[src/rtl/multicycle_pkg.sv]
// Shared definitions for the multicycle computer observation path.
package multicycle_pkg;

    // Controller encoding of the instruction fetch state.
    localparam logic [3:0] FETCH_STATE_ENC = 4'd0;

    // Snapshot layout: {seq[7:0], FLAGS[3:0], R1[7:0], R0[7:0]}.
    localparam int SNAP_W = 28;

    typedef enum logic {
        ARMING  = 1'b0,
        RUNNING = 1'b1
    } mon_state_e;

endpackage

[src/rtl/retire_fifo.sv]
// DEPTH x WIDTH synchronous FIFO with first-word-fall-through read data.
module retire_fifo #(
    parameter int DEPTH = 16,
    parameter int WIDTH = 28
) (
    input  logic                     clock,
    input  logic                     reset,
    input  logic                     push,
    input  logic                     pop,
    input  logic [WIDTH-1:0]         wdata,
    output logic [WIDTH-1:0]         rdata,
    output logic [$clog2(DEPTH):0]   count,
    output logic                     full,
    output logic                     empty
);

    localparam int AW = $clog2(DEPTH);

    logic [WIDTH-1:0]    mem_q [DEPTH];
    logic [AW-1:0]       wptr_q, wptr_d;
    logic [AW-1:0]       rptr_q, rptr_d;
    logic [AW:0]         count_q, count_d;
    logic                do_push, do_pop;

    assign empty = (count_q == '0);
    assign full  = (count_q == DEPTH[AW:0]);
    assign count = count_q;
    assign rdata = mem_q[rptr_q];

    // A full FIFO still accepts a push when the head leaves on the same edge.
    assign do_pop  = pop && !empty;
    assign do_push = push && (!full || do_pop);

    // Pointer and occupancy next-state.
    always_comb begin
        wptr_d  = wptr_q;
        rptr_d  = rptr_q;
        count_d = count_q;
        if (do_push) wptr_d = wptr_q + 1'b1;
        if (do_pop)  rptr_d = rptr_q + 1'b1;
        if (do_push && !do_pop)      count_d = count_q + 1'b1;
        else if (!do_push && do_pop) count_d = count_q - 1'b1;
    end

    // Pointer and occupancy registers.
    always_ff @(posedge clock) begin
        if (reset) begin
            wptr_q  <= '0;
            rptr_q  <= '0;
            count_q <= '0;
        end else begin
            wptr_q  <= wptr_d;
            rptr_q  <= rptr_d;
            count_q <= count_d;
        end
    end

    // Storage write; contents need no reset since count gates visibility.
    always_ff @(posedge clock) begin
        if (do_push) mem_q[wptr_q] <= wdata;
    end

endmodule

[src/rtl/multicycle_retire_monitor.sv]
// Captures an architectural snapshot each time the computer retires an
// instruction (re-enters fetch) and queues it for a valid/ready consumer.
module multicycle_retire_monitor
    import multicycle_pkg::*;
#(
    parameter int         DEPTH       = 16,
    parameter logic [3:0] FETCH_STATE = FETCH_STATE_ENC
) (
    input  logic                     clock,
    input  logic                     reset,
    input  logic [3:0]               state,
    input  logic [7:0]               R0_in,
    input  logic [7:0]               R1_in,
    input  logic [3:0]               FLAGS_in,
    input  logic                     enable,
    input  logic                     rd_ready,
    output logic                     rd_valid,
    output logic [SNAP_W-1:0]        rd_data,
    output logic [$clog2(DEPTH):0]   count,
    output logic                     overflow,
    output logic [7:0]               dropped
);

    mon_state_e          fsm_q, fsm_d;
    logic [3:0]          prev_state_q;
    logic [7:0]          seq_q, seq_d;
    logic                overflow_q, overflow_d;
    logic [7:0]          dropped_q, dropped_d;

    logic                retire, push, pop, drop;
    logic                fifo_full, fifo_empty;
    logic [SNAP_W-1:0]   snapshot;

    assign retire   = (prev_state_q != FETCH_STATE) && (state == FETCH_STATE);
    assign push     = retire && (fsm_q == RUNNING) && enable;
    assign pop      = rd_valid && rd_ready;
    assign drop     = push && fifo_full && !pop;
    assign snapshot = {seq_q, FLAGS_in, R1_in, R0_in};

    assign rd_valid = !fifo_empty;
    assign overflow = overflow_q;
    assign dropped  = dropped_q;

    // Arming waits out the fetch right after reset; retirement accounting.
    always_comb begin
        fsm_d      = fsm_q;
        seq_d      = seq_q;
        overflow_d = overflow_q;
        dropped_d  = dropped_q;
        case (fsm_q)
            ARMING:  if (state != FETCH_STATE) fsm_d = RUNNING;
            RUNNING: if (retire) seq_d = seq_q + 8'd1;
            default: fsm_d = ARMING;
        endcase
        if (drop) begin
            overflow_d = 1'b1;
            if (dropped_q != 8'hFF) dropped_d = dropped_q + 8'd1;
        end
    end

    // Monitor state registers.
    always_ff @(posedge clock) begin
        if (reset) begin
            fsm_q        <= ARMING;
            prev_state_q <= FETCH_STATE;
            seq_q        <= 8'd0;
            overflow_q   <= 1'b0;
            dropped_q    <= 8'd0;
        end else begin
            fsm_q        <= fsm_d;
            prev_state_q <= state;
            seq_q        <= seq_d;
            overflow_q   <= overflow_d;
            dropped_q    <= dropped_d;
        end
    end

    retire_fifo #(
        .DEPTH (DEPTH),
        .WIDTH (SNAP_W)
    ) u_fifo (
        .clock (clock),
        .reset (reset),
        .push  (push),
        .pop   (pop),
        .wdata (snapshot),
        .rdata (rd_data),
        .count (count),
        .full  (fifo_full),
        .empty (fifo_empty)
    );

endmodule

[config.mk]
export PLATFORM = sky130hd
export DESIGN_NAME = multicycle_retire_monitor
export DESIGN_NICKNAME = d
export VERILOG_FILES = /design/src/rtl/multicycle_pkg.sv /design/src/rtl/retire_fifo.sv /design/src/rtl/multicycle_retire_monitor.sv
export SDC_FILE = /design/constraint.sdc
export NUM_CORES = 1
export LEC_CHECK = 0
export ABC_CLOCK_PERIOD_IN_PS = 4600
export CORE_ASPECT_RATIO = 1.25
export CORE_UTILIZATION = 60
export DETAILED_ROUTE_END_ITERATION = 6
export PLACE_DENSITY = 0.79
export SYNTH_ARGS = -nofsm -noshare
export SYNTH_HDL_FRONTEND = slang
export SYNTH_SLANG_ARGS = --single-unit
[constraint.sdc]
create_clock -name clock -period 4.6 [get_ports clock]
set_clock_uncertainty 0.2 [all_clocks]
set_input_delay 0.46 -clock clock [delete_from_list [all_inputs] [get_ports clock]]
set_output_delay 0.46 -clock clock [all_outputs]
set_load 0.05 [all_outputs]
======== Word level (Yosys, flattened, before mapping) ========
Memories as Yosys holds them, arrays and structs flattened. A register that Yosys moved wholly into a read port is not among the register bits.
Index checks and enable logic that the tools add are counted.
cells by class
  add/sub/neg operators ................... 6
  multipliers ............................. 0
  divide/modulo/power cells ............... 0
  order comparisons ....................... 0
  equality and inequality tests ........... 2
  shift operators ......................... 0
  mux-type cells .......................... 8
  bitwise operators ....................... 0
  reductions and logical operators ........ 23
operators by type and width
  operator                                                             count
  8-bit by 1-bit adder with 8-bit output (second input constant)       2
  1-bit logical AND                                                    10
  5-bit 2-to-1 mux                                                     2
  4-bit by 1-bit adder with 4-bit output (second input constant)       2
  4-bit 2-to-1 mux                                                     2
  8-bit != test (second input constant)                                1
  4-bit nonzero test                                                   2
  5-bit by 1-bit adder with 5-bit output (second input constant)       1
  5-bit equality test (second input constant)                          1
  1-bit zero test                                                      5
  5-bit zero test                                                      1
  5-bit by 1-bit subtractor with 5-bit output (second input constant)  1
  4-bit zero test                                                      1
  1-bit 2-to-1 mux                                                     4
  2-bit AND reduction                                                  2
  2-bit nonzero test                                                   1
  1-bit logical OR                                                     1
word-level totals
  register bits after elaboration ......... 35
  bits in latches ......................... 0
  memory bits (writable) .................. 448
  memory bits (read-only) ................. 0
  bits of input ports ..................... 28
  output and inout bits ................... 43
  logic and storage cells ................. 48
  memories kept ........................... 1
memory list
  name          depth  width  rd ports  clocked after Yosys merged registers in  write ports  line               RTL
  u_fifo.mem_q  16     28     1         1                                        1            retire_fifo.sv:19  logic [WIDTH-1:0] mem_q [DEPTH];

======== Depth between registers and ports, before layout ========
  depth in word-level cells ............... 10
  mapped depth ............................ 13
  gate-level depth less buffers ........... 10

======== Cells and area by module ========
A second synthesis with hierarchy kept.
second synthesis, totals
  cell total of the unflattened synthesis .. 913
  area total of the unflattened synthesis .. 18692.9 um^2
by module, submodules not included
  module                     times used  cells an instance  area each (um^2)  seq. area each (um^2)
  retire_fifo                1           797                17666.9           13793.2
  multicycle_retire_monitor  1           116                1026.0            440.4

======== Worst setup path before layout ========
OpenSTA, ideal clock, no wires.
  path kind ............................... register to register
  start point ............................. reg u_fifo.count_q[0], in the netlist u_fifo.count[0]
  end point ............................... reg u_fifo.count_q[4], in the netlist u_fifo.count[4]
  data arrival time ....................... 3.491 ns
  data required time ...................... 4.279 ns
  slack ................................... 0.788 ns
  cell stages (with the launch flop) ...... 14
  buffers on the path ..................... 3
  period minus slack after synthesis ...... 3.812 ns
  cells stage by stage .................... dfxtp_1 or4_1 clkbuf_1 or3b_2 and3_1 clkbuf_1 buf_2 ha_1 inv_1 ha_1 a21oi_1 a211oi_1 a31oi_1 mux2_2
between the ends
  word-level cells in the longest chain between the ends .. 9
  elaborated cells between the ends (all ways) .. 17
  those cells by class .................... add/sub: 2; eq/ne: 1; mux: 2; reduce/logical: 12
ends and longest elaborated chain
  item                          line                                                RTL
  from (decl)                   retire_fifo.sv:22                                   logic [AW:0] count_q, count_d;
  from (signal assigned)        retire_fifo.sv:54                                   count_q <= count_d;
  5-bit zero test               retire_fifo.sv:25                                   assign empty = (count_q == '0);
  1-bit zero test               retire_fifo.sv:31, multicycle_retire_monitor.sv:40
  1-bit logical AND             multicycle_retire_monitor.sv:36                     assign pop = rd_valid && rd_ready;
  1-bit logical AND             retire_fifo.sv:31                                   assign do_pop = pop && !empty;
  1-bit logical OR (*)          retire_fifo.sv:32                                   assign do_push = push && (!full || do_pop);
  1-bit logical AND (*)         retire_fifo.sv:32
  named net u_fifo.do_push      retire_fifo.sv:23                                   logic do_push, do_pop;
  1-bit zero test               retire_fifo.sv:42                                   else if (!do_push && do_pop) count_d = count_q - 1'b1;
  1-bit logical AND             retire_fifo.sv:42
  2-bit nonzero test (no line)  -
Mark *: on every way through the listed nets, which the timed path passes. The rest lies on a longest branch. The select of a mux whose other input is x is not followed.
A chain may end at the register's enable or synchronous reset.

==> metrics.yaml <==
holdBufCountCts: 0
routed_wl_um: 40200
initial_core_util_pct: 61.5
met2_usage_pct: 45.5
grt_max_degree: 48
arrival_ns: 3.25
port_buffers: 70
cts.sinks: 487
start_kind: "flip-flop"
grt_pass1_wl_um: 59300
cp_slowest_cell: "clkdlybuf4s50_1"
ys_seq_area_share_pct: 76.3
maxCapViolCount: 0
netlist_area_um2: 18600
chipWidth_um: 160
synth_cells: 908
min_path_type: "reg -> reg"
syn_avg_cell_area_um2: 20.5
placed_cell_area_um2: 20000
ios: 71
dp_hpwl_um: 20700
power_density_nw_per_um2: 473
antenna_found_initial: 0
grt_pass1_vias: 9674
vias: 9415
worstPathRequired_ns: 3.94
fin_crit_sh_pct: 85.0
die_area_um2: 31800
p_leak_nw: 6.76
worstPathMaxFanout: 35
path_clk_slew_ns: 0.06
critPathMaxStageDelay_ns: 0.70
synth_fp_nets: 949
ys_ff_latch: 487
ys_types: 41
clockBufferDepth: 3
gp_congestion: 0.717
remaining_drc_errors: 0
drive_gt1_share_pct: 22.6
fmax_mhz: 256
crit_type: "reg -> out"
syn2layout_area_growth_pct: 14.9
worst_slew_pin_slew_ns: 1.09
ant_nets: 0
vias_per_cell: 6.52
yosysWarnings: 0
drtPass1Iterations: 5
diodes: 0
gr-total-overflow: 0
rsz0062_at_grt: "no"
tritoncts: "done"
grt_usage_pct: 26.1
synth-main-ff-cell: "edfxtp_1"
finalInstanceArea_um2: 21400
status: "finished clean"
busiest_layer: "met2"
cts_buffers: 44
fin_nets: 1050
cts_root_buffer: "clkbuf_16"
setup_violations: 0
path_cells: "buf_12 > mux4_2 > a22oi_1 > nand2_1 > clkdlybuf4s50_1"
relSlewSlack_pct: 27.2
wl_per_cell_um: 27.9
ir_worst_vdd_mv: 0.414
post_cts_buffers: 0
setup_tns_ns: 0
cts_resized: 0
core_um2: 30300
finalMaxSlewViolations: 0
htreeDepth: 2
post-route-min-period_ns: 3.91
endpoint_kind: "output pin"
fp.dieH_um: 199
dp_slack_ns: 0.732
final_util_pct: 70.7
globalRouteMet1Util_pct: 33.3
layout_setup_ws_ns: 0.688
clkLatencyLatePin_ns: 0.55
layout_commonest_cell: "edfxtp_1"
drtIter0Drc: 882
grt_use_met3_pct: 3.69
most-common-layout-cells: "edfxtp_1, mux4_2, clkdlybuf4s50_1"
std_cell_rows: 71
synth_edf_count: 448
hold_viol: 0
power_mw: 10.1
async_reset_ff_share_pct: 0
-- cell families after synthesis --
| kind of cell | after synthesis | synth area share (%) |
|---|---|---|
| xor gates and xnor gates | 12 | 0.564 |
| and+or+nand+nor | 139 | 3.91 |
| buffers and inverters | 53 | 1.12 |
| muxes | 119 | 13.9 |
| AOI/OAI and AO/OA | 85 | 3.21 |
| adders and majority gates | 13 | 0.913 |
| DFF | 487 | 76.3 |
-- per-stage QoR --
stage	std cells	hold slack, ns
floorplan	908	0.284
global placement	1364	0.256
detailed placement	1364	0.270
CTS	1443	0.286
global route	1443	0.331
finish	1443	0.291
-- sequential cells by signal, indices dropped and copies added (netlist names), named ones only --
signal,count
prev_state_q,4
dropped,8
u_fifo.mem_q,448
seq_q,8
fsm_q,1
u_fifo.wptr_q,4
u_fifo.rptr_q,4
overflow,1
u_fifo.count,5
-- critical path, delay by kind of cell, from the launching register on --
| kind | cells | cell delay, ns |
|---|---|---|
| AND/OR/NAND/NOR | 1 | 0.08 |
| flip-flops | 1 | 0.69 |
| buffers and inverters | 2 | 1.06 |
| AO/OA/AOI/OAI | 1 | 0.28 |
| multiplexers | 1 | 0.59 |
-- routing by layer --
metal,vias up,part of all wire (%)
met2,516,52
met4,0,3.3
li1,3961,-
met5,-,0
met3,87,7.7
met1,4851,37
-- cell type report --
class,instances,area (um^2)
fill,1709,8860
timing repair buffer,101,1030
multi-input combinational,368,4240
inverter,7,26.3
sequential,487,14200
clock buffer,52,1150
clock inverter,27,231
tap,401,502
-- where the power goes --
| group | total, mW | internal (mW) | switching, mW | leakage (nW) |
|---|---|---|---|---|
| sequential | 4.95 | 4.84 | 0.111 | 4.36 |
| clock | 3.56 | 2.01 | 1.54 | 0.685 |
| combinational | 1.63 | 0.767 | 0.868 | 1.72 |
-- synthesized netlist by cell type (2+ instances only) --
cell type,count,area share (%)
xor2_1,8,0.38
nand2b_1,3,0.10
nor2_1,31,0.62
buf_1,11,0.22
a22oi_1,56,2.3
nor4_1,5,0.17
nor2b_1,12,0.40
and4_1,5,0.23
or2_2,2,0.067
o211ai_1,2,0.081
mux4_2,112,14
ha_1,12,0.81
edfxtp_1,448,72
o31ai_1,6,0.24
nand3b_1,3,0.12
nand2_1,35,0.70
clkbuf_1,29,0.58
buf_2,5,0.13
o21ai_0,4,0.11
a21oi_1,13,0.35
and2_1,5,0.17
or4_1,6,0.24
or3_1,3,0.10
dfxtp_1,39,4.2
inv_1,7,0.14
nand4_1,5,0.17
mux2i_1,2,0.11
mux2_2,5,0.30
xnor2_1,4,0.19
and3_1,13,0.44
nand3_1,7,0.19
-- worst paths after layout --
check	from	end	slack (ns)	cells past startpoint
max	flip-flop	rd_data[13]	0.69	5
min reg2reg	overflow	overflow	0.29	2
max reg2reg	u_fifo.count[0]	u_fifo.count[4]	1.07	10
min	overflow	overflow	0.29	2
No activity file was read; power rests on OpenSTA's default activity.
==> edit 1: new RTL, same settings <==
`DEPTH` is set to 16 in 2 places; all go to 32.
--- a/src/rtl/retire_fifo.sv
+++ b/src/rtl/retire_fifo.sv
@@ -1,6 +1,6 @@
 // DEPTH x WIDTH synchronous FIFO with first-word-fall-through read data.
 module retire_fifo #(
-    parameter int DEPTH = 16,
+    parameter int DEPTH = 32,
     parameter int WIDTH = 28
 ) (
     input  logic                     clock,
--- a/src/rtl/multicycle_retire_monitor.sv
+++ b/src/rtl/multicycle_retire_monitor.sv
@@ -3,7 +3,7 @@
 module multicycle_retire_monitor
     import multicycle_pkg::*;
 #(
-    parameter int         DEPTH       = 16,
+    parameter int         DEPTH       = 32,
     parameter logic [3:0] FETCH_STATE = FETCH_STATE_ENC
 ) (
     input  logic                     clock,
Interface: changed (resized count); port bits go from 71 to 72. The function was not compared with the original's and may differ.
==> edit 1 against the unedited design <==
- wire length increased by 110%
- critical path depth increased by 3
- sequential cell count increased by 452
- first-iteration DRC count increased to 2.5 times the old value
- synthesized area increased by 94%
- power increased by 82%
- design area increased by 93%
- maximum frequency decreased by 14%
- setup slack got worse by 0.63 ns
- critical path type unchanged
- highest routed layer unchanged
==> edit 1: results (changes against the unedited design) <==
* Outcome: finished clean (unchanged)
* Share of total power in sequential cells at 51.3% (was 48.8%)
* Final #Nets at 2106 (was 1050)
* Leakage power total at 12.9 nW (was 6.76 nW)
* Reg2Reg Depth at 12 (was 10)
* Routing usage on met3 at 4.40% (was 3.69%)
* Top post-synthesis cells by area: edfxtp_1 (74%), mux4_2 (7.0%), mux2i_1 (6.3%), dfxtp_1 (2.4%), nor2_1 (1.6%) (was edfxtp_1 (72%), mux4_2 (14%), dfxtp_1 (4.2%), a22oi_1 (2.3%), ha_1 (0.81%))
* Adder-cell share of the synthesized area at 0.470% (was 0.913%)
* Routed WL per cell at 29.7 um (was 27.9 um)
* Layout cell share with drive strength beyond 1 at 21.1% (was 22.6%)
* Initial drt markers at 2241 (was 882)
* HP Class: in -> reg (was reg -> reg)
* Setup Buffers After CTS at 1 (was 0)
* Grt met2 use at 48.8% (was 45.5%)
* Max Fclk at 220 MHz (was 256 MHz)
* R2R setup slack at 1.10 ns (was 1.07 ns)
* Area after DPL at 0.0385 mm^2 (was 0.0200 mm^2)
* CP Data Arrival Time at 3.88 ns (was 3.25 ns)
* CTS buffer count at 86 (was 44)
* Worst-Skew Late Latency at 0.64 ns (was 0.55 ns)
* Vias in the first global route at 19300 (was 9674)
* Clk. pwr at 7.09 mW (was 3.56 mW)
* Crit Path Max Fanout at 20 (was 35)
* Crit-path max cell delay at 0.81 ns (was 0.70 ns)
* Vias per cell at 6.60 (was 6.52)
* Sw Pwr at 4.38 mW (was 2.52 mW)
* Post-synthesis mux area share at 14.1% (was 13.9%)
* Number of I/O port buffers at 71 (was 70)
* Worst slack, placed at 0.256 ns (was 0.732 ns)
* Post-Layout Cell Count at 2899 (was 1443)
* All-Layer GR Usage at 28.5% (was 26.1%)
* Unique cell type count in the Yosys netlist at 55 (was 41)
* Max VDD drop at 0.520 mV (was 0.414 mV)
* First-pass GRT wire length at 126 mm (was 59.3 mm)
* Slew @ Worst Pin at 1.33 ns (was 1.09 ns)
* Xor/xnor share of the synthesized area at 0.581% (was 0.564%)
==> edit 1: cell types whose count changed after synthesis, sizes merged, moves of 31 or more <==
cell	delta
mux2i	+225
edfxtp	+448
a22oi	-56
nor2	+123
nor3	+31
o22ai	+56
==> edit 1: how the worst max path moves through the flow <==
stage	start	endpoint	cells after the start
after floorplan	state[1]	u_fifo.mem_q[26][0]	6
after global placement	flop	rd_data[0]	6
after detailed placement	flop	rd_data[0]	6
after CTS	flop	rd_data[0]	6
after global routing	flop	rd_data[18]	7
final	flop	rd_data[12]	8
==> edit 1: layout make-up <==
class                           instances  area [um^2]
Inverter                                6         22.5
Multi-Input combinational cell        854         8270
Tap cell                              765          957
Clock inverter                         36          309
Sequential cell                       939        27800
Clock buffer                          121         2530
Fill cell                            3473        18100
Timing Repair Buffer                  178         1560
==> edit 1: layer usage <==
metal	share of wire, %	up-vias
li1	-	7974
met1	36	9849
met2	51	1104
met3	8.0	200
met4	4.3	0
met5	0	-
==> edit 2: new RTL, same settings <==
Without the edit above. Register the output `count`, with the module's reset; this adds one clock of latency there. The other outputs are not delayed to match.
--- a/src/rtl/multicycle_retire_monitor.sv
+++ b/src/rtl/multicycle_retire_monitor.sv
@@ -20,6 +20,8 @@
     output logic                     overflow,
     output logic [7:0]               dropped
 );
+
+    logic [$clog2(DEPTH):0] count_c;
 
     mon_state_e          fsm_q, fsm_d;
     logic [3:0]          prev_state_q;
@@ -85,10 +87,18 @@
         .pop   (pop),
         .wdata (snapshot),
         .rdata (rd_data),
-        .count (count),
+        .count (count_c),
         .full  (fifo_full),
         .empty (fifo_empty)
     );
 
+    always_ff @(posedge clock) begin
+        if (reset) begin
+            count <= '0;
+        end else begin
+            count <= count_c;
+        end
+    end
+
 endmodule
 
Behaviour: not the same (Yosys sat finds a counterexample within 4 cycles, from zero or initial values and one cycle with reset high).
==> edit 2 against the unedited design <==
- maximum frequency fell by 2.0%
- design area increased by 0.86%
- setup slack got worse by 0.081 ns
- wire length down 0.18%
- synthesized area grew 0.56%
- non-clock buffer count is 5 lower
- power rose by 2.0%
- sequential cell count is 5 higher
- core utilization fell by 0.59 points
==> edit 2: results (changes against the unedited design) <==
* Cells after DPL at 1372 (was 1364)
* Leakage power total at 6.97 nW (was 6.76 nW)
* First-pass GRT wire length at 60.6 mm (was 59.3 mm)
* Pin count of the biggest net entering global routing at 49 (was 48)
* R2R setup slack at 1.16 ns (was 1.07 ns)
* All-Layer GR Usage at 26.1% (about the same)
* Switch share at 24.4% (was 24.8%)
* Slew @ Worst Pin at 1.12 ns (was 1.09 ns)
* Top post-synthesis cells by area: edfxtp_1 (72%), mux4_2 (13%), dfxtp_1 (4.7%), a22oi_1 (2.2%), ha_1 (0.80%) (was edfxtp_1 (72%), mux4_2 (14%), dfxtp_1 (4.2%), a22oi_1 (2.3%), ha_1 (0.81%))
* CP endpoint: rd_data[8] (was rd_data[13])
* Outcome: finished clean (unchanged)
* RD Place Congestion at 0.740 (was 0.717)
* CP Data Arrival Time at 3.33 ns (was 3.25 ns)
* Clk. pwr at 3.74 mW (was 3.56 mW)
* CTS buffer count at 45 (was 44)
* Crit Path Max Fanout at 25 (was 35)
* Post-DP HPWL at 20.7 mm (about the same)
* Met3 WL at 2.93 mm (was 3.10 mm)
* Layout cell share with drive strength beyond 1 at 21.8% (was 22.6%)
* Final #Nets at 1053 (was 1050)
* Post-Layout Cell Count at 1454 (was 1443)
* Metal-1 WL at 14.7 mm (was 14.8 mm)
* Seq/Total Area, Yosys at 76.5% (was 76.3%)
* Met1 usage at 33.7% (was 33.3%)
* Sequential power at 5.01 mW (was 4.95 mW)
* Synthesized area per cell at 20.4 um^2 (was 20.5 um^2)
* DR top layer: met5 (was met4)
* Max VDD drop at 0.460 mV (was 0.414 mV)
* Initial drt markers at 888 (was 882)
* Initial antenna violation count at 1 (was 0)
* Grt met2 use at 44.3% (was 45.5%)
* Post-synth top cells: edfxtp_1 (448), mux4_2 (112), a22oi_1 (56), dfxtp_1 (44), nand2_1 (38) (was edfxtp_1 (448), mux4_2 (112), a22oi_1 (56), dfxtp_1 (39), nand2_1 (35))
* Syn_nets at 958 (was 949)
* Vias in the first global route at 9922 (was 9674)
* Vias per cell at 6.56 (was 6.52)
-- edit 2: cell types whose count changed in the layout (fill, tap and decap cells not counted), sizes merged, moves of 4 or more --
| cell | change |
|---|---|
| xnor2 | +4 |
| clkbuf | +8 |
| inv | +5 |
| xor2 | -4 |
| dfxtp | +5 |
| clkinv | -6 |
| buf | -5 |
| nor3 | +4 |
-- edit 2: metrics by stage --
stage / total power, mW / hold WS [ns] / util [%] / area, um^2 / setup WS [ns]
2_1_floorplan: 6.24 / 0.278 / - / 18700 / 0.902
3_3_place_gp: 6.68 / 0.235 / 65.4 / 20100 / 0.675
3_5_place_dp: 6.70 / 0.250 / 65.4 / 20100 / 0.592
4_1_cts: 10.4 / 0.248 / 70.2 / 21600 / 0.521
5_1_grt: 10.7 / 0.276 / 70.2 / 21600 / 0.397
6_report: 10.3 / 0.259 / 70.2 / 21600 / 0.607
-- edit 2: layout make-up --
cell class / instances / area (um^2) / area share, %
Clock inverter: 22 / 228 / 1.05
Tap cell: 407 / 509 / 2.36
Sequential cell: 492 / 14300 / 66.3
Multi-Input combinational cell: 366 / 4220 / 19.5
Inverter: 11 / 41.3 / 0.191
Timing Repair Buffer: 96 / 1030 / 4.78
Clock buffer: 60 / 1240 / 5.73
-- edit 2: kinds of logic after synthesis --
kind of cell | after synthesis | share of synthesized area, %
AO/OA/AOI/OAI | 90 | 3.43
multiplexers | 116 | 13.7
buffers and inverters | 59 | 1.24
AND/OR/NAND/NOR | 135 | 3.72
flip-flops | 492 | 76.5
XOR/XNOR | 12 | 0.561
adder cells (fa/ha/maj) | 13 | 0.908
-- edit 2: critical path, cell delays in order, from the launching register on --
cell and delay, ns:
dfxtp_4 0.71, buf_4 0.43, mux4_2 0.57, a22oi_1 0.25, nand2_1 0.09, clkdlybuf4s50_1 0.70
